--- config.mk ---
export PLATFORM = sky130hd
export DESIGN_NAME = fetch_queue
export DESIGN_NICKNAME = d
export VERILOG_FILES = /design/src/rtl/pipe_pkg.sv /design/src/rtl/sync_fifo.sv /design/src/rtl/fetch_queue.sv
export SDC_FILE = /design/constraint.sdc
export NUM_CORES = 1
export LEC_CHECK = 0
export CELL_PAD_IN_SITES_DETAIL_PLACEMENT = 0
export CELL_PAD_IN_SITES_GLOBAL_PLACEMENT = 2
export CORE_ASPECT_RATIO = 0.5
export CORE_MARGIN = 1
export CORE_UTILIZATION = 36
export CTS_BUF_LIST = sky130_fd_sc_hd__clkbuf_16
export CTS_CLUSTER_SIZE = 10
export DETAILED_ROUTE_END_ITERATION = 8
export PLACE_DENSITY = 0.83
export SLEW_MARGIN = 20
export SYNTH_ARGS = -nofsm -noshare
export SYNTH_HDL_FRONTEND = slang
export SYNTH_SLANG_ARGS = --single-unit
--- constraint.sdc ---
create_clock -name clk_i -period 2.9 [get_ports clk_i]
set_input_delay 0.29 -clock clk_i [delete_from_list [all_inputs] [get_ports clk_i]]
set_output_delay 0.29 -clock clk_i [all_outputs]
set_load 0.005 [all_outputs]
--- src/rtl/pipe_pkg.sv ---
// -----------------------------------------------------------------------------
// pipe_pkg
//   Shared definitions for the front end of the pipeline.
//
//   NOP_INST      : instruction word presented to decode when nothing is valid.
//   PC_STEP       : byte distance between sequential instructions.
//   fetch_entry_t : one prefetch entry, {instruction, address of next inst}.
//                   Fields are XLEN wide; blocks with other widths build their
//                   own entry type with the same field order.
// -----------------------------------------------------------------------------
package pipe_pkg;

  localparam int XLEN = 32;

  localparam logic [31:0] NOP_INST = 32'h0;

  localparam int unsigned PC_STEP = 4;

  typedef struct packed {
    logic [XLEN-1:0] inst;
    logic [XLEN-1:0] pc4;
  } fetch_entry_t;

endpackage : pipe_pkg

--- src/rtl/sync_fifo.sv ---
// -----------------------------------------------------------------------------
// sync_fifo
//   Single-clock show-ahead FIFO with a synchronous flush.
//
//   Ports
//     clk_i    : clock, all state changes on the rising edge
//     rst_i    : asynchronous active-high reset (pointers and count only)
//     flush_i  : empty the FIFO on the next edge; overrides push and pop
//     push_i   : write data_i at the tail (ignored when full unless popping)
//     pop_i    : discard the head entry (ignored when empty)
//     data_i   : write data
//     head_o   : current head entry, valid only while empty_o is low
//     count_o  : number of occupied entries, 0..DEPTH
//     empty_o  : no entries held
//     full_o   : DEPTH entries held
//
//   DEPTH must be a power of two so the pointers can wrap by overflow.
// -----------------------------------------------------------------------------
module sync_fifo #(
  parameter int WIDTH = 64,
  parameter int DEPTH = 4,
  localparam int PTR_W = $clog2(DEPTH),
  localparam int CNT_W = $clog2(DEPTH + 1)
) (
  input  logic             clk_i,
  input  logic             rst_i,
  input  logic             flush_i,
  input  logic             push_i,
  input  logic             pop_i,
  input  logic [WIDTH-1:0] data_i,
  output logic [WIDTH-1:0] head_o,
  output logic [CNT_W-1:0] count_o,
  output logic             empty_o,
  output logic             full_o
);

  logic [WIDTH-1:0] storage [DEPTH];
  logic [PTR_W-1:0] rd_ptr;
  logic [PTR_W-1:0] wr_ptr;
  logic [CNT_W-1:0] count;

  logic pop_ok;
  logic push_ok;

  assign empty_o = (count == '0);
  assign full_o  = (count == CNT_W'(DEPTH));

  // A full FIFO may still accept a write when the head leaves in the same
  // cycle, so the pop qualification feeds the push qualification.
  assign pop_ok  = pop_i  & ~empty_o & ~flush_i;
  assign push_ok = push_i & ~flush_i & (~full_o | pop_ok);

  // NOTE: state registers use non-blocking assignments so every flop samples
  // pre-edge values regardless of block ordering.
  always_ff @(posedge clk_i or posedge rst_i) begin
    if (rst_i) begin
      rd_ptr <= '0;
      wr_ptr <= '0;
      count  <= '0;
    end else if (flush_i) begin
      rd_ptr <= '0;
      wr_ptr <= '0;
      count  <= '0;
    end else begin
      if (push_ok) wr_ptr <= wr_ptr + PTR_W'(1);
      if (pop_ok)  rd_ptr <= rd_ptr + PTR_W'(1);
      count <= count + CNT_W'(push_ok) - CNT_W'(pop_ok);
    end
  end

  // NOTE: the data array is deliberately left out of reset; its contents are
  // never observed while count is zero, and resetting it would cost a reset
  // net on every storage bit.
  always_ff @(posedge clk_i) begin
    if (push_ok) storage[wr_ptr] <= data_i;
  end

  assign head_o  = storage[rd_ptr];
  assign count_o = count;

endmodule : sync_fifo

--- src/rtl/fetch_queue.sv ---
// -----------------------------------------------------------------------------
// fetch_queue
//   Instruction-fetch stage: owns the fetch PC and a DEPTH-entry prefetch FIFO
//   of {inst, pc+4} between instruction memory and decode. Fetching continues
//   while decode stalls until the FIFO is full. A redirect flushes the FIFO
//   and reloads the PC with a word-aligned target.
//
//   Ports
//     clk_i          : clock, rising edge
//     rst_i          : asynchronous active-high reset
//     start_i        : fetch enable; when low the PC holds, the FIFO drains
//     imem_addr_o    : instruction memory address (the fetch PC)
//     imem_inst_i    : instruction memory data for imem_addr_o, same cycle
//     stall_i        : decode is not accepting the head entry
//     redirect_i     : flush and load redirect_pc_i (highest priority)
//     redirect_pc_i  : redirect target; low two bits are ignored
//     valid_o        : head entry valid
//     inst_o         : head instruction, NOP when not valid
//     pc4_o          : head entry's pc+4, zero when not valid
//     count_o        : occupied FIFO entries
// -----------------------------------------------------------------------------
module fetch_queue
  import pipe_pkg::*;
#(
  parameter int              ADDR_W   = 32,
  parameter int              INST_W   = 32,
  parameter int              DEPTH    = 4,
  parameter logic [ADDR_W-1:0] RESET_PC = '0,
  localparam int             CNT_W    = $clog2(DEPTH + 1)
) (
  input  logic              clk_i,
  input  logic              rst_i,
  input  logic              start_i,
  output logic [ADDR_W-1:0] imem_addr_o,
  input  logic [INST_W-1:0] imem_inst_i,
  input  logic              stall_i,
  input  logic              redirect_i,
  input  logic [ADDR_W-1:0] redirect_pc_i,
  output logic              valid_o,
  output logic [INST_W-1:0] inst_o,
  output logic [ADDR_W-1:0] pc4_o,
  output logic [CNT_W-1:0]  count_o
);

  // Same field order as pipe_pkg::fetch_entry_t, sized by this instance.
  typedef struct packed {
    logic [INST_W-1:0] inst;
    logic [ADDR_W-1:0] pc4;
  } entry_t;

  logic [ADDR_W-1:0] pc;
  logic [ADDR_W-1:0] pc_next;
  logic [ADDR_W-1:0] redirect_target;
  entry_t            wr_entry;
  entry_t            head;
  logic              fifo_empty;
  logic              fifo_full;
  logic              pop;
  logic              push;

  // Sequential address; wraps modulo 2^ADDR_W by plain overflow.
  assign pc_next = pc + ADDR_W'(PC_STEP);

  // Misaligned redirect targets are forced to a word boundary.
  assign redirect_target = {redirect_pc_i[ADDR_W-1:2], 2'b00};

  // Decode consumes the head whenever it is valid and not stalled. A stall
  // with nothing valid is harmless because pop is already gated by valid_o.
  assign pop  = valid_o & ~stall_i;

  // No fetch in a redirect cycle: the memory word belongs to the old path.
  assign push = start_i & ~redirect_i & (~fifo_full | pop);

  assign wr_entry = '{inst: imem_inst_i, pc4: pc_next};

  always_ff @(posedge clk_i or posedge rst_i) begin
    if (rst_i) begin
      pc <= RESET_PC;
    end else if (redirect_i) begin
      pc <= redirect_target;
    end else if (push) begin
      pc <= pc_next;
    end
  end

  sync_fifo #(
    .WIDTH ($bits(entry_t)),
    .DEPTH (DEPTH)
  ) u_fifo (
    .clk_i   (clk_i),
    .rst_i   (rst_i),
    .flush_i (redirect_i),
    .push_i  (push),
    .pop_i   (pop),
    .data_i  (wr_entry),
    .head_o  (head),
    .count_o (count_o),
    .empty_o (fifo_empty),
    .full_o  (fifo_full)
  );

  assign imem_addr_o = pc;
  assign valid_o     = ~fifo_empty;

  // Stale storage must never leak to decode: zero the head when not valid.
  assign inst_o = valid_o ? head.inst : INST_W'(NOP_INST);
  assign pc4_o  = valid_o ? head.pc4  : '0;

endmodule : fetch_queue

# Word-level counts from Yosys, hierarchy flattened
# Memories as Yosys holds them, arrays and structs flattened.
# Index checks and enable logic that the tools add are counted.
totals:
  reg_bits: 39
  ramBits: 256
  in_bits: 69
  wordCells: 39
  memories: 1
op_classes:
  add_sub_neg: 5
  n_eq_ne: 1
  mux: 11
  bitwise: 13
  n_reduce_logical: 4
memory_table:
  columns: ["memory", "words", "word_bits", "read_ports", "rd_clocked_by_memory_dff", "write_ports", "line_no", "source"]
  rows:
  - ["u_fifo.storage", 4, 64, 1, 0, 1, "sync_fifo.sv:37", "logic [WIDTH-1:0] storage [DEPTH];"]
ops:
  columns: ["op", "count"]
  rows:
  - ["32-bit two-way mux", 4]
  - ["32-bit by 3-bit adder with 32-bit output (second input constant)", 1]
  - ["2-bit two-way mux", 4]
  - ["1-bit bitwise AND", 7]
  - ["2-bit nonzero test", 3]
  - ["2-bit by 1-bit adder with 2-bit output (second input constant)", 2]
  - ["1-bit NOT", 4]
  - ["3-bit by 1-bit adder with 3-bit output", 1]
  - ["3-bit equality test (second input constant)", 1]
  - ["3-bit zero test", 1]
  - ["3-bit two-way mux", 1]
  - ["3-bit by 1-bit subtractor with 3-bit output", 1]
  - ["1-bit two-way mux", 2]
  - ["1-bit OR", 2]

# Depth between registers and ports, before layout
# Gate-level depths: netlist of the first run.
logic_depth:
  ltp_word: 10
  ltp_mapped: 11
  depth_no_buf: 10

# Cells and area by module
# From an unflattened synthesis of the first run, not the netlist that was laid out.
hier_totals:
  hier_cells: 749
  area_unflattened_um2: 12523.3
modules_own_cells:
  columns: ["mod", "instances", "cells_each", "area_each_um2", "seq_area_each_um2"]
  rows:
  - ["sync_fifo", 1, 380, 9716.8, 7862.5]
  - ["fetch_queue", 1, 369, 2806.4, 750.7]

# Worst setup path after synthesis of the first run
# Ideal clock, no wire load.
synth_path:
  path_type: "reg2reg"
  start: "reg u_fifo.count[1] (netlist: u_fifo.count_o[1])"
  end: "mem u_fifo.storage[0][10] (enable)"
  arrival_time_ns: 2.628
  t_required_ns: 2.473
  setup_slack_ns: -0.154
  path_stages_with_launch: 6
  n_path_buf: 1
  synth_period_minus_slack_ns: 3.054
  path_cell_list: "dfrtp_1 nand4bb_1 buf_2 nand2_1 nor2_1 and2_1"
synth_between:
  elab_chain_cells: 9
synth_lines:
  columns: ["item", "line_no", "source"]
  rows:
  - ["start: declaration", "sync_fifo.sv:40", "logic [CNT_W-1:0] count;"]
  - ["start signal: assignment", "sync_fifo.sv:67", "count <= count + CNT_W'(push_ok) - CNT_W'(pop_ok);"]
  - ["3-bit zero test", "sync_fifo.sv:45", "assign empty_o = (count == '0);"]
  - ["1-bit NOT", "sync_fifo.sv:50, fetch_queue.sv:103", null]
  - ["1-bit bitwise AND", "fetch_queue.sv:69", "assign pop = valid_o & ~stall_i;"]
  - ["1-bit OR or 1-bit bitwise AND (tied branches)", "fetch_queue.sv:72, sync_fifo.sv:50", null]
  - ["1-bit bitwise AND (on tied branches)", "fetch_queue.sv:72, sync_fifo.sv:50", null]
  - ["1-bit bitwise AND or 1-bit OR (tied branches)", "sync_fifo.sv:51", "assign push_ok = push_i & ~flush_i & (~full_o | pop_ok);"]
  - ["1-bit bitwise AND (*)", "sync_fifo.sv:51", null]
  - ["1-bit two-way mux (*)", "sync_fifo.sv:75", "if (push_ok) storage[wr_ptr] <= data_i;"]
  - ["1-bit two-way mux (implied by the code) (*)", "sync_fifo.sv:75", null]
  - ["end: declaration", "sync_fifo.sv:37", null]
# Mark *: on every way between the ends. The rest lies on a longest branch, timed or not.

# Worst setup path after layout of the first run
layout_path:
  start: "reg u_fifo.rd_ptr[1]"
  end: "out pc4_o[23]"
layout_between:
  elab_chain_cells: 2
layout_lines:
  columns: ["item", "line_no", "source"]
  rows:
  - ["start: declaration", "sync_fifo.sv:38", "logic [PTR_W-1:0] rd_ptr;"]
  - ["start signal: assignment", "sync_fifo.sv:66", "if (pop_ok) rd_ptr <= rd_ptr + PTR_W'(1);"]
  - ["memory 4 x 64 bit", null, null]
  - ["32-bit two-way mux", "fetch_queue.sv:107", "assign pc4_o = valid_o ? head.pc4 : '0;"]
  - ["end: declaration", "fetch_queue.sv:41", "output logic [ADDR_W-1:0] pc4_o,"]
# No other way between the ends.

==> out/qor.yml, run 1 <==
sta:
  clock_skew_ns: 0.0155
  finalHoldViolations: 0
  relSlewSlack: 0.538
  drv_slew: 0
  finalCritPeriodShare: 0.936
  setup_viol: 0
  fmax_mhz: 368
  min_period_ns: 2.72
  rsz0062_at_grt: "no"
  tns_ns: 0
  holdWs_ns: 0.227
  tightest_slew_ns: 0.691
route:
  ant_nets: 0
  drt-pass1-iter-count: 4
  routed_wl_um: 28200
  wl_per_cell_um: 20.4
  vias: 7049
  dr.first_iter.drc_count: 393
  drc_errors: 0
  vias_per_cell: 5.10
floorplanning:
  die-width_um: 261
  die_area_um2: 34400
  io_pins: 169
  rows: 47
  fp.coreArea_um2: 33100
  fp.dieH_um: 132
  initial_core_util: 0.366
worst_setup_path:
  critPathMaxFanout: 12
  crit_arrival_ns: 2.43
  worstSetupPathType: "reg -> out"
  critical_path_required_ns: 2.61
  crit_path_start_kind: "register"
  cp-end-kind: "primary output"
logic_synthesis:
  yosys_warnings: 0
  synth_edf_count: 248
  synth-seq-area-share: 0.691
  synth-async-reset-ratio: 0.130
  synth_area_per_cell_um2: 16.5
  synthCells: 732
  yosys.cell_types.count: 43
  synth_flop_cell: "edfxtp_1"
  ys_ff_latch: 285
  syn_area_um2: 12100
cells_and_area:
  drive_above_1_share: 0.150
  antennaDiodeCount: 0
  utilization: 0.466
  syn2layout_area_growth_pct: 27.3
  fin_area_um2: 15400
  final_nets: 993
power:
  power.total_mw: 11.4
  vdd_drop_max_uv: 526
  power.leakage_nw: 5.05
  power_density_nw_per_um2: 742
clock_tree:
  cts_tree: "built"
  cts_resized: 0
  clock_path_buffers: 3
  clk_latency_ns: 0.51
  cts_max_level: 2
  clock-sinks: 285
  path_clk_slew_ns: 0.06
  cts-root-buf: "clkbuf_16"
  numCtsBuffers: 34
global_routing:
  gr-total-overflow: 0
  grt_usage: 0.168
  grt_max_degree: 67
  first_global_vias: 7438
  grt_pass1_wl_um: 43900
  grt_antenna_before_repair: 0
place:
  hpwl_um: 18000
  port_buffers: 162
  gp_congestion: 0.756
  place_area_um2: 14400
run:
  cap_violations: 0
hold_path:
  hold_class: "in -> async"
status:
  status: "complete, no violations"
==> power by group <==
part / total, mW / switching [mW] / internal, mW
Combinational: 2.86 / 1.24 / 1.62
Sequential: 4.89 / 0.158 / 4.73
Clock: 3.69 / 1.56 / 2.12
==> cells in the mapped netlist, types with 2 or more instances <==
library cell,count,area share
o21ai_0,20,0.0083
inv_1,10,0.0031
or4_1,13,0.0081
or4b_1,3,0.0025
xnor2_1,15,0.011
and3_1,5,0.0026
ha_1,7,0.0072
and2_1,7,0.0036
nor2b_1,64,0.033
edfxtp_1,248,0.61
or3_1,9,0.0046
xor2_1,23,0.017
dfrtp_1,37,0.076
nand2_1,28,0.0087
nand3_1,15,0.0062
mux4_2,62,0.12
buf_2,10,0.0041
nor2_1,36,0.011
o31ai_1,11,0.0068
and4_1,4,0.0029
o41ai_1,2,0.0014
buf_1,2,0.00062
a31oi_1,22,0.011
nand4_1,13,0.0067
nor3_1,10,0.0041
a21oi_1,2,0.00083
buf_6,2,0.0019
clkbuf_1,26,0.0081
buf_4,6,0.0037
nor4_1,7,0.0036
==> worst max-delay path, stage by stage (launching register included) <==
cell	delay, ns
dfrtp_2	0.61
buf_4	0.31
mux4_2	0.21
nor2b_1	0.23
clkdlybuf4s50_1	0.55
==> cells in the final DEF, fill, tap and decap left out, types with 9 or more instances in the layout <==
cell / synthesis / layout
clkdlybuf4s50_1: 0 / 162
edfxtp_1: 248 / 248
nand3_1: 15 / 15
nor3_1: 10 / 9
a31oi_1: 22 / 22
nor2b_1: 64 / 64
or3_1: 9 / 9
xnor2_1: 15 / 15
nand4_1: 13 / 13
nand2_1: 28 / 28
inv_1: 10 / 32
buf_4: 6 / 19
or4_1: 13 / 13
mux4_2: 62 / 62
o31ai_1: 11 / 11
buf_12: 0 / 10
o21ai_0: 20 / 20
nor2_1: 36 / 36
dfrtp_1: 37 / 35
clkbuf_16: 0 / 34
xor2_1: 23 / 23
==> routing by layer <==
layer,GRT usage,up-vias,share of wire
li1,-,3229,-
met1,0.215,3629,0.41
met2,0.293,145,0.52
met3,0.0274,46,0.040
met4,0.0520,0,0.023
met5,0,-,0
==> cells by family (layout without fill, tap and decap cells) <==
group | after synthesis | count (layout) | synth area share
buffers and inverters | 58 | 264 | 0.0222
adder cells (fa/ha/maj) | 8 | 8 | 0.00888
other | 1 | 4 | 0.000310
multiplexers | 63 | 63 | 0.116
flip-flops | 285 | 285 | 0.691
AND/OR/NAND/NOR | 222 | 222 | 0.105
XOR/XNOR | 38 | 38 | 0.0275
AO/OA/AOI/OAI | 57 | 57 | 0.0287
==> registers in the layout, summed over array words and instances, names as in the netlist <==
name / flops
u_fifo.storage: 248
u_fifo.rd_ptr: 2
u_fifo.count_o: 3
u_fifo.wr_ptr: 2
imem_addr_o: 30
==> worst paths after layout <==
| check | from | endpoint | slack, ns | cells past startpoint |
|---|---|---|---|---|
| setup / recovery | u_fifo.rd_ptr[1]$_DFFE_PP0P_ | pc4_o[23] | 0.18 | 4 |
| max in group asynchronous | rst_i | u_fifo.rd_ptr[0]$_DFFE_PP0P_ | 2.23 | 3 |
| hold / removal | rst_i | imem_addr_o[22]$_DFFE_PP0N_ | 0.23 | 3 |
| hold reg to reg | u_fifo.wr_ptr[1]$_DFFE_PP0P_ | u_fifo.wr_ptr[1]$_DFFE_PP0P_ | 0.59 | 2 |
| min in group clk_i | redirect_pc_i[30] | imem_addr_o[30]$_DFFE_PP0N_ | 0.35 | 3 |
| setup reg to reg | u_fifo.count_o[1]$_DFF_PP0_ | u_fifo.count_o[2]$_DFF_PP0_ | 0.61 | 9 |
==> metrics by stage <==
stage | std cells | worst slack [ns]
6_report | 1382 | 0.185
5_1_grt | 1382 | 0.0895
4_1_cts | 1382 | 0.145
3_5_place_dp | 1317 | 0.289
3_3_place_gp | 1317 | 0.324
2_1_floorplan | 735 | 0.481
==> what timing repair did <==
| action | CTS | global route |
|---|---|---|
| setup endpoints to repair | 47 | 0 |
| hold buffers | 0 | 0 |
| buffers inserted | 4 | 0 |
==> final cells by class <==
| cell class | count | area (um2) |
|---|---|---|
| multi-input combinational | 392 | 3490 |
| timing repair buffer | 192 | 1980 |
| clock inverter | 27 | 124 |
| fill | 2833 | 17700 |
| clock buffer | 34 | 851 |
| sequential | 285 | 8380 |
| tap | 441 | 552 |
| inverter | 11 | 41.3 |
(Power assumes the default switching activity.)
==> run 2: changes to the inputs <==
--- a/config.mk
+++ b/config.mk
@@ -13,8 +13,10 @@
 export CTS_BUF_LIST = sky130_fd_sc_hd__clkbuf_16
 export CTS_CLUSTER_SIZE = 10
 export DETAILED_ROUTE_END_ITERATION = 8
+export GPL_TIMING_DRIVEN = 0
 export PLACE_DENSITY = 0.83
 export SLEW_MARGIN = 20
 export SYNTH_ARGS = -nofsm -noshare
 export SYNTH_HDL_FRONTEND = slang
 export SYNTH_SLANG_ARGS = --single-unit
+export TNS_END_PERCENT = 10
==> run 2 against run 1 <==
Non-clock buffer count up 19; first-iteration DRC count increased by 35%; register-to-register slack lost 0.36 ns; setup slack worse by 0.12 ns; total power fell by 0.78%; critical path type unchanged; highest routed layer unchanged.
==> out/qor.yml, run 2 (synthesized netlist as in run 1, its figures left out) <==
status:
  status: "complete, no violations"
floorplanning:
  die_area_um2: 34400  # unchanged
  initial_core_util: 0.366  # unchanged
  fp.dieH_um: 132  # unchanged
  rows: 47  # unchanged
  io_pins: 169  # unchanged
  fp.coreArea_um2: 33100  # unchanged
  die-width_um: 261  # unchanged
cells_and_area:
  fin_area_um2: 15400  # -0.20%
  final_nets: 1012  # +1.9%
  fin_cells: 1393  # +0.80%
  largest_register_ffs: 248  # unchanged
  final_common_cell: "edfxtp_1"
  final_cell_mix: "edfxtp_1 (248), clkdlybuf4s50_1 (160), nor2b_1 (64)"
  regMostFlops: "u_fifo.storage"
  syn2layout_area_growth_pct: 27.0
  drive_above_1_share: 0.154  # +0.00457
  n_fill_cell: 2847  # +0.49%
  antennaDiodeCount: 0  # unchanged
worst_setup_path:
  worstRegToRegCells: 11  # +2
  crit_arrival_ns: 2.54  # +0.11 ns
  cp_cell_sequence: "nor3_2, clkbuf_4, clkbuf_2, nor2b_1, clkdlybuf4s50_1"
  rr_endpoint: "u_fifo.count_o[2]$_DFF_PP0_"
  crit_path_start_kind: "register"
  crit_family: "buffers and inverters"
  rrSetupSlack_ns: 0.25  # -0.36 ns
  critical_path_required_ns: 2.61  # about the same
  cp-end-kind: "primary output"
  cp_slowest_cell: "clkdlybuf4s50_1"
  critPathMaxFanout: 10  # -2
  r2r_start: "u_fifo.count_o[1]$_DFF_PP0_"
  crit_path_max_incr_delay_ns: 0.50  # -0.11 ns
  cp.buffers_inverters: 3  # +1
  worstSetupPathType: "reg -> out"
place:
  dp.cells: 1341  # +1.8%
  place_area_um2: 14400  # +0.15%
  hpwl_um: 19700  # +9.9%
  gp_congestion: 0.770  # +1.8%
  port_buffers: 160  # -1.2%
power:
  vdd_drop_max_uv: 280  # -47%
  swShare: 0.257  # -0.00224
  p_switching_mw: 2.92  # -1.6%
  p_int_mw: 8.44  # -0.47%
  p_comb_frac: 0.246  # -0.004
  power_density_nw_per_um2: 738  # -0.57%
  power.total_mw: 11.4  # -0.78%
  pwr-share-clk: 0.325  # +0.003
  power.leakage_nw: 5.04  # -0.34%
  p_seq_frac: 0.429  # about the same
sta:
  tightest_slew_ns: 0.850  # +0.160 ns
  drv_slew: 0  # unchanged
  finalHoldViolations: 0  # unchanged
  fmax_mhz: 353  # -4.1%
  holdWs_ns: 0.163  # -0.0641 ns
  clock_skew_ns: 0.0121  # -0.00336 ns
  relSlewSlack: 0.428  # -0.110
  min_period_ns: 2.83  # +0.116 ns
  setup_viol: 0  # unchanged
  rsz0062_at_grt: "yes"
  finalCritPeriodShare: 0.976  # +0.0399
  tns_ns: 0  # unchanged
global_routing:
  grt_usage: 0.173  # +0.00498
  grt_max_degree: 36  # -46%
  grt_pass1_wl_um: 44600  # +1.6%
  first_global_vias: 7456  # +0.24%
  gr-total-overflow: 0  # unchanged
  grt_antenna_before_repair: 0  # unchanged
route:
  vias_per_cell: 5.13  # +0.56%
  vias: 7145  # +1.4%
  wl_per_cell_um: 21.0  # +3.2%
  drc_errors: 0  # unchanged
  dr.first_iter.drc_count: 531  # +35%
  routed_wl_um: 29300  # +4.0%
  drt-pass1-iter-count: 5  # +1
  ant_nets: 0  # unchanged
clock_tree:
  cts_resized: 19  # +19
  path_clk_slew_ns: 0.06  # about the same
  cts_max_level: 2  # unchanged
  cts-root-buf: "clkbuf_16"
  clock-sinks: 285  # unchanged
  clk_latency_ns: 0.51  # about the same
  cts_tree: "built"
  cts_hold_buf: 0  # unchanged
  clock_path_buffers: 3  # unchanged
  post_cts_buffers: 0  # -4
  numCtsBuffers: 34  # unchanged
hold_path:
  hold_class: "in -> async"
run:
  cap_violations: 0  # unchanged
## run 2: cell type report
class / instances / area [um2] / area share
timing repair buffer: 165 / 1710 / 0.111
sequential: 285 / 8370 / 0.544
inverter: 11 / 41.3 / 0.00268
clock buffer: 35 / 876 / 0.0569
clock inverter: 18 / 72.6 / 0.00472
tap: 441 / 552 / 0.0359
multi-input combinational: 392 / 3510 / 0.228
buffer: 46 / 256 / 0.0167
## run 2: worst max-delay path by stage
stage	startpoint	end	slack [ns]	depth (start not counted)
final	u_fifo.count_o[1]$_DFF_PP0_	pc4_o[22]	0.07	5
after global routing	u_fifo.rd_ptr[0]$_DFFE_PP0P_	inst_o[14]	-0.06	5
after CTS	u_fifo.rd_ptr[0]$_DFFE_PP0P_	inst_o[13]	0.01	5
after detailed placement	stall_i	u_fifo.storage[0][13]$_DFFE_PP_	-0.15	7
after global placement	stall_i	u_fifo.storage[1][15]$_DFFE_PP_	-2.01	6
after floorplan	u_fifo.count_o[1]$_DFF_PP0_	u_fifo.storage[1][10]$_DFFE_PP_	-0.15	5
## run 2: through the flow
stage | worst slack, ns | util
2_1_floorplan | -0.154 | -
3_3_place_gp | -2.01 | 0.431
3_5_place_dp | -0.151 | 0.435
4_1_cts | 0.00976 | 0.465
5_1_grt | -0.0611 | 0.465
6_report | 0.0688 | 0.465
## run 2: metal layers
| layer | track usage | vias to the layer above | part of all wire |
|---|---|---|---|
| met5 | 0 | - | 0 |
| met3 | 0.0274 | 49 | 0.041 |
| li1 | - | 3254 | - |
| met4 | 0.0552 | 0 | 0.023 |
| met2 | 0.300 | 184 | 0.52 |
| met1 | 0.222 | 3658 | 0.41 |
## run 2: power groups by stage
stage	Sequential (mW)	Combinational [mW]	Clock, mW
floorplan	4.91	1.37	0
finish	4.87	2.79	3.69
global route	4.89	3.02	3.93
CTS	4.87	2.86	3.77
global placement	4.95	2.77	0
detailed placement	4.95	2.81	0
==> run 3: changes to the inputs <==
--- a/config.mk
+++ b/config.mk
@@ -5,16 +5,14 @@
 export SDC_FILE = /design/constraint.sdc
 export NUM_CORES = 1
 export LEC_CHECK = 0
-export CELL_PAD_IN_SITES_DETAIL_PLACEMENT = 0
-export CELL_PAD_IN_SITES_GLOBAL_PLACEMENT = 2
 export CORE_ASPECT_RATIO = 0.5
 export CORE_MARGIN = 1
-export CORE_UTILIZATION = 36
+export CORE_UTILIZATION = 40
 export CTS_BUF_LIST = sky130_fd_sc_hd__clkbuf_16
 export CTS_CLUSTER_SIZE = 10
 export DETAILED_ROUTE_END_ITERATION = 8
 export GPL_TIMING_DRIVEN = 0
-export PLACE_DENSITY = 0.83
+export PLACE_DENSITY = 0.71
 export SLEW_MARGIN = 20
 export SYNTH_ARGS = -nofsm -noshare
 export SYNTH_HDL_FRONTEND = slang
==> run 3 against run 2 <==
Utilization is 5.8 points higher; clock skew is 0.00069 ns lower; final cell count is 3.5% lower; largest cell class unchanged.
==> out/qor.yml, run 3 (synthesized netlist as in run 1, its figures left out) <==
status:
  status: "complete, no violations"
worst_setup_path:
  rrSetupSlack_ns: 0.23  # -0.02 ns
  critPathMaxFanout: 10  # unchanged
  rr_endpoint: "u_fifo.storage[0][18]$_DFFE_PP_"
  worstRegToRegCells: 6  # -5
  cp_cell_sequence: "buf_6, buf_6, mux4_2, nor2b_1, clkdlybuf4s50_1"
  crit_path_max_incr_delay_ns: 0.57  # +0.07 ns
  cp.buffers_inverters: 3  # unchanged
  crit_arrival_ns: 2.49  # -0.05 ns
  crit_family: "buffers and inverters"
  critPathMostFrequentCell: "buf_6"
  worstSetupPathType: "reg -> out"
  crit_path_start_kind: "register"
  critical_path_required_ns: 2.61  # about the same
  cp_slowest_cell: "mux4_2"
  r2r_start: "u_fifo.count_o[1]$_DFF_PP0_"
  cp-end-kind: "primary output"
clock_tree:
  clock_path_buffers: 3  # unchanged
  clock-sinks: 285  # unchanged
  post_cts_buffers: 0  # unchanged
  cts_hold_buf: 0  # unchanged
  cts-root-buf: "clkbuf_16"
  cts_tree: "built"
  clk_latency_ns: 0.50  # about the same
  cts_resized: 18  # -1
  cts_max_level: 2  # unchanged
  path_clk_slew_ns: 0.06  # about the same
  numCtsBuffers: 34  # unchanged
place:
  hpwl_um: 18800  # -4.6%
  place_ws_ns: -0.0604  # +0.0905 ns
  gp_congestion: 0.849  # +10%
  port_buffers: 160  # unchanged
  dp.cells: 1291  # -3.7%
sta:
  holdWs_ns: 0.0580  # -0.104 ns
  tightest_slew_ns: 0.762  # -0.0880 ns
  drv_slew: 0  # unchanged
  rsz0062_at_grt: "no"
  setup_viol: 0  # unchanged
  fmax_mhz: 360  # +2.0%
  clock_skew_ns: 0.0115  # -0.000693 ns
  finalCritPeriodShare: 0.957  # -0.0193
  finalHoldViolations: 0  # unchanged
  layout_setup_ws_ns: 0.125  # +0.0558 ns
  min_period_ns: 2.78  # -0.0558 ns
  relSlewSlack: 0.487  # +0.0592
floorplanning:
  die-width_um: 248  # -5.1%
  die_area_um2: 31000  # -9.9%
  fp.coreArea_um2: 29400  # -11%
  io_pins: 169  # unchanged
  initial_core_util: 0.412  # +0.0462
  rows: 44  # -6.4%
  fp.dieH_um: 125  # -5.1%
route:
  dr.first_iter.drc_count: 710  # +34%
  wl_per_cell_um: 20.7  # -1.5%
  drt-pass1-iter-count: 6  # +1
  vias: 7259  # +1.6%
  ant_nets: 0  # unchanged
  drc_errors: 0  # unchanged
  vias_per_cell: 5.40  # +5.3%
  routed_wl_um: 27900  # -5.0%
cells_and_area:
  largest_register_ffs: 248  # unchanged
  final_common_cell: "edfxtp_1"
  n_fill_cell: 2397  # -16%
  final_cell_mix: "edfxtp_1 (248), clkdlybuf4s50_1 (160), nor2b_1 (64)"
  drive_above_1_share: 0.154  # unchanged
  regMostFlops: "u_fifo.storage"
  final_nets: 1012  # unchanged
  fin_cells: 1344  # -3.5%
  syn2layout_area_growth_pct: 27.0  # about the same
global_routing:
  grt_usage: 0.183  # +0.00991
  first_global_vias: 7489  # +0.44%
  grt_max_degree: 39  # +8.3%
  gr-total-overflow: 0  # unchanged
  grt_pass1_wl_um: 43200  # -3.2%
  grt_antenna_before_repair: 1  # +1
power:
  vdd_drop_max_uv: 343  # +23%
  power.leakage_nw: 5.06  # +0.40%
  power_density_nw_per_um2: 742  # +0.61%
run:
  cap_violations: 0  # unchanged
hold_path:
  hold_class: "in -> async"
-- run 3: worst register-to-register path: cells and delay by family, from the launching register on --
kind | cells | cell delay, ns
flops | 1 | 0.49
simple gates | 4 | 1.31
buf+inv | 2 | 0.53
-- run 3: worst max-delay path by stage --
stage                                 start                         endpoint  slack [ns]  depth (start not counted)
4_1_cts        u_fifo.rd_ptr[0]$_DFFE_PP0P_                        pc4_o[22]       -0.02                          5
3_3_place_gp                        stall_i  u_fifo.storage[1][15]$_DFFE_PP_       -1.88                          6
6_report       u_fifo.rd_ptr[0]$_DFFE_PP0P_                        pc4_o[23]        0.12                          5
2_1_floorplan   u_fifo.count_o[1]$_DFF_PP0_  u_fifo.storage[1][10]$_DFFE_PP_       -0.15                          5
5_1_grt         u_fifo.count_o[1]$_DFF_PP0_      u_fifo.count_o[2]$_DFF_PP0_       0.007                         11
3_5_place_dp    u_fifo.count_o[1]$_DFF_PP0_                        pc4_o[22]       -0.06                          5
-- run 3: per-layer routing --
layer,track usage,part of all wire,vias to the layer above
met5,0,0,-
met4,0.0653,0.027,0
met2,0.308,0.51,247
li1,-,-,3255
met1,0.238,0.41,3707
met3,0.0333,0.050,50
-- run 3: area by class of cell --
| type | count | area, um2 | share of cell area |
|---|---|---|---|
| flip-flops and latches | 285 | 8370 | 0.544 |
| multi-input cells | 392 | 3510 | 0.228 |
| repair buffers | 165 | 1720 | 0.112 |
| clock buffers | 36 | 901 | 0.0586 |
| well taps | 391 | 489 | 0.0318 |
| plain buffers | 46 | 278 | 0.0181 |
| clock inverters | 17 | 68.8 | 0.00447 |
| inverters | 11 | 41.3 | 0.00268 |
| diodes | 1 | 2.50 | 0.000163 |
-- run 3: per-stage QoR --
stage | utilization | power [mW] | instance area (um2) | TNS (ns)
global placement | 0.484 | 7.70 | 14200 | -387.19
global route | 0.523 | 11.9 | 15400 | 0
floorplan | - | 6.29 | 12100 | -28.63
CTS | 0.522 | 11.5 | 15300 | -0.0263
finish | 0.523 | 11.4 | 15400 | 0
detailed placement | 0.488 | 7.75 | 14300 | -3.12
-- run 3: power breakdown --
part | internal [mW] | total (mW) | leakage, nW | switching [mW]
registers | 4.73 | 4.88 | 2.68 | 0.148
clock network | 2.21 | 3.73 | 0.533 | 1.52
logic | 1.58 | 2.82 | 1.85 | 1.24
total | 8.51 | 11.4 | 5.06 | 2.91
==> patch, RTL diff (flow settings as in run 1) <==
`DEPTH` is set to 4 in 2 places; all go to 8.
--- a/src/rtl/sync_fifo.sv
+++ b/src/rtl/sync_fifo.sv
@@ -19,5 +19,5 @@
 module sync_fifo #(
   parameter int WIDTH = 64,
-  parameter int DEPTH = 4,
+  parameter int DEPTH = 8,
   localparam int PTR_W = $clog2(DEPTH),
   localparam int CNT_W = $clog2(DEPTH + 1)
--- a/src/rtl/fetch_queue.sv
+++ b/src/rtl/fetch_queue.sv
@@ -25,5 +25,5 @@
   parameter int              ADDR_W   = 32,
   parameter int              INST_W   = 32,
-  parameter int              DEPTH    = 4,
+  parameter int              DEPTH    = 8,
   parameter logic [ADDR_W-1:0] RESET_PC = '0,
   localparam int             CNT_W    = $clog2(DEPTH + 1)
Interface: changed (resized count_o); port bits go from 169 to 170. The function was not compared with the original's and may differ.
==> patch against run 1 <==
The flow now finishes with violations (negative setup slack). First-iteration DRC count grew 140%. Combinational power grew 130%. Power grew 92%. Design area grew 77%. Area after synthesis grew 81%. Synthesized cell count grew 62%. Non-clock buffer count grew 63. Die area grew 80%. Sequential cell count grew 251. Routed wire length grew 82%. Fmax shrank 8.7%. Setup slack lost 260 ps. Highest routed layer is now met5.
==> patch: results (changes against run 1) <==
outcome:
  outcome: "complete, but fails checks"
  violations: "negative setup slack"
yosys:
  synth.top_cells.by_area: "sky130_fd_sc_hd__edfxtp_1 (68%), sky130_fd_sc_hd__mux4_2 (13%), sky130_fd_sc_hd__dfrtp_1 (4.6%)"
  synth_fa_ha_area_frac: 0.006042  # -0.002841
  post_synth_most_frequent_cells: "sky130_fd_sc_hd__edfxtp_1 (496), sky130_fd_sc_hd__mux4_2 (124), sky130_fd_sc_hd__nor2_1 (99)"
  synth.area.mux_share: 0.1565  # +0.04037
  synth_cells: 1184  # +62%
  synth.distinct_cells: 58  # +35%
  synth_async_sr_flop_share: 0.07463  # -0.05520
  synth-xor-area-share: 0.01596  # -0.01151
  yosys_register_bits: 536  # +88%
worst_setup_path:
  crit_fanout: 10  # -2
  critical_path.slowest_cell: "sky130_fd_sc_hd__mux4_2"
  worst_reg2reg_path_startpoint: "imem_addr_o[9]$_DFFE_PP0N_"
  worstPathArrival_ps: 2680  # +250 ps
  r2r_end: "u_fifo.storage[4][27]$_DFFE_PP_"
  worst_setup_path_startpoint: "u_fifo.rd_ptr[0]$_DFFE_PP0P_"
  worst_setup_path_endpoint: "inst_o[31]"
  critical-path-max-stage-delay_ps: 500  # -110 ps
grt:
  number_of_global_route_vias_before_repair: 12520  # +68%
  grt_pass1_wl_mm: 76.45  # +74%
  use_met2: 0.2966  # +0.003535
  grt.met3_usage: 0.02560  # -0.001791
  antenna_violations_before_repair: 2  # +2
  grt_util_met1: 0.2110  # -0.003591
timing:
  final.setup_skew_ps: 17.96  # +2.453 ps
  whs_ps: 53.73  # -172.9 ps
  setup_viol: 15  # +15
  post_route_worst_setup_slack_ps: -73.23  # -257.9 ps
  tns_ps: -635.0  # -635.0 ps
placed_design:
  place.port_buffers: 163  # +0.62%
  hpwlAfterDp_mm: 30.65  # +71%
  dpl_cell_area_sq_um: 25130  # +75%
  routability_cong: 0.7877  # +4.2%
  placed_cells: 2152  # +63%
  detailedPlace.worstSlack_ps: 240.2  # -48.97 ps
power_and_ir_drop:
  power.static_leakage_nw: 9.052  # +79%
  worst_supply_voltage_drop_on_vdd_uv: 480.9  # -8.6%
layout:
  area_occupied_by_multi_input_gates_sq_um: 5776  # +65%
  number_of_flip_flops_in_the_largest_register: 496  # +100%
  post_layout_nonfiller_instances: 2256  # +63%
  layout.non_clock_buffers: 255  # +33%
  drive_above_1_share: 0.2209  # +0.07107
  final_core_util: 0.4572  # -0.008465
  area.sequential_sq_um: 15910  # +90%
clock_network:
  worst_skew_pair.late_latency_ps: 600  # +90 ps
  cts_made_buffers: 59  # +74%
route:
  route.layer.met1.wl_mm: 20.71  # +78%
  drt_first_pass_iters: 5  # +1
  wirelength_mm: 51.29  # +82%
  met2_wirelength_mm: 27.15  # +83%
  route.detailed.vias_per_inst: 5.226  # +2.5%
  top_layer_used: "met5"
die:
  die-area_sq_um: 62030  # +80%
patch: cell types whose count changed after synthesis, moves of 13 or more:
cell / delta
sky130_fd_sc_hd__xnor2_1: +16
sky130_fd_sc_hd__xor2_1: -14
sky130_fd_sc_hd__mux2i_1: +62
sky130_fd_sc_hd__nor2b_1: -59
sky130_fd_sc_hd__mux4_2: +62
sky130_fd_sc_hd__buf_1: +15
sky130_fd_sc_hd__edfxtp_1: +248
sky130_fd_sc_hd__nor2_1: +63
sky130_fd_sc_hd__clkbuf_1: +13
patch: power by group through the flow:
stage	combinational, W	clock [W]	sequential [W]
floorplan	0.00332	0	0.00915
global placement	0.00577	0	0.00931
detailed placement	0.00583	0	0.00935
CTS	0.00639	0.00647	0.00911
global route	0.00699	0.00678	0.00914
finish	0.00651	0.00637	0.00911
patch: timing repair:
action	CTS	global route
gates cloned	3	3
gates resized for setup	23	48
buffers inserted	14	4
pin swaps	1	0
endpoints found under the setup margin	63	54
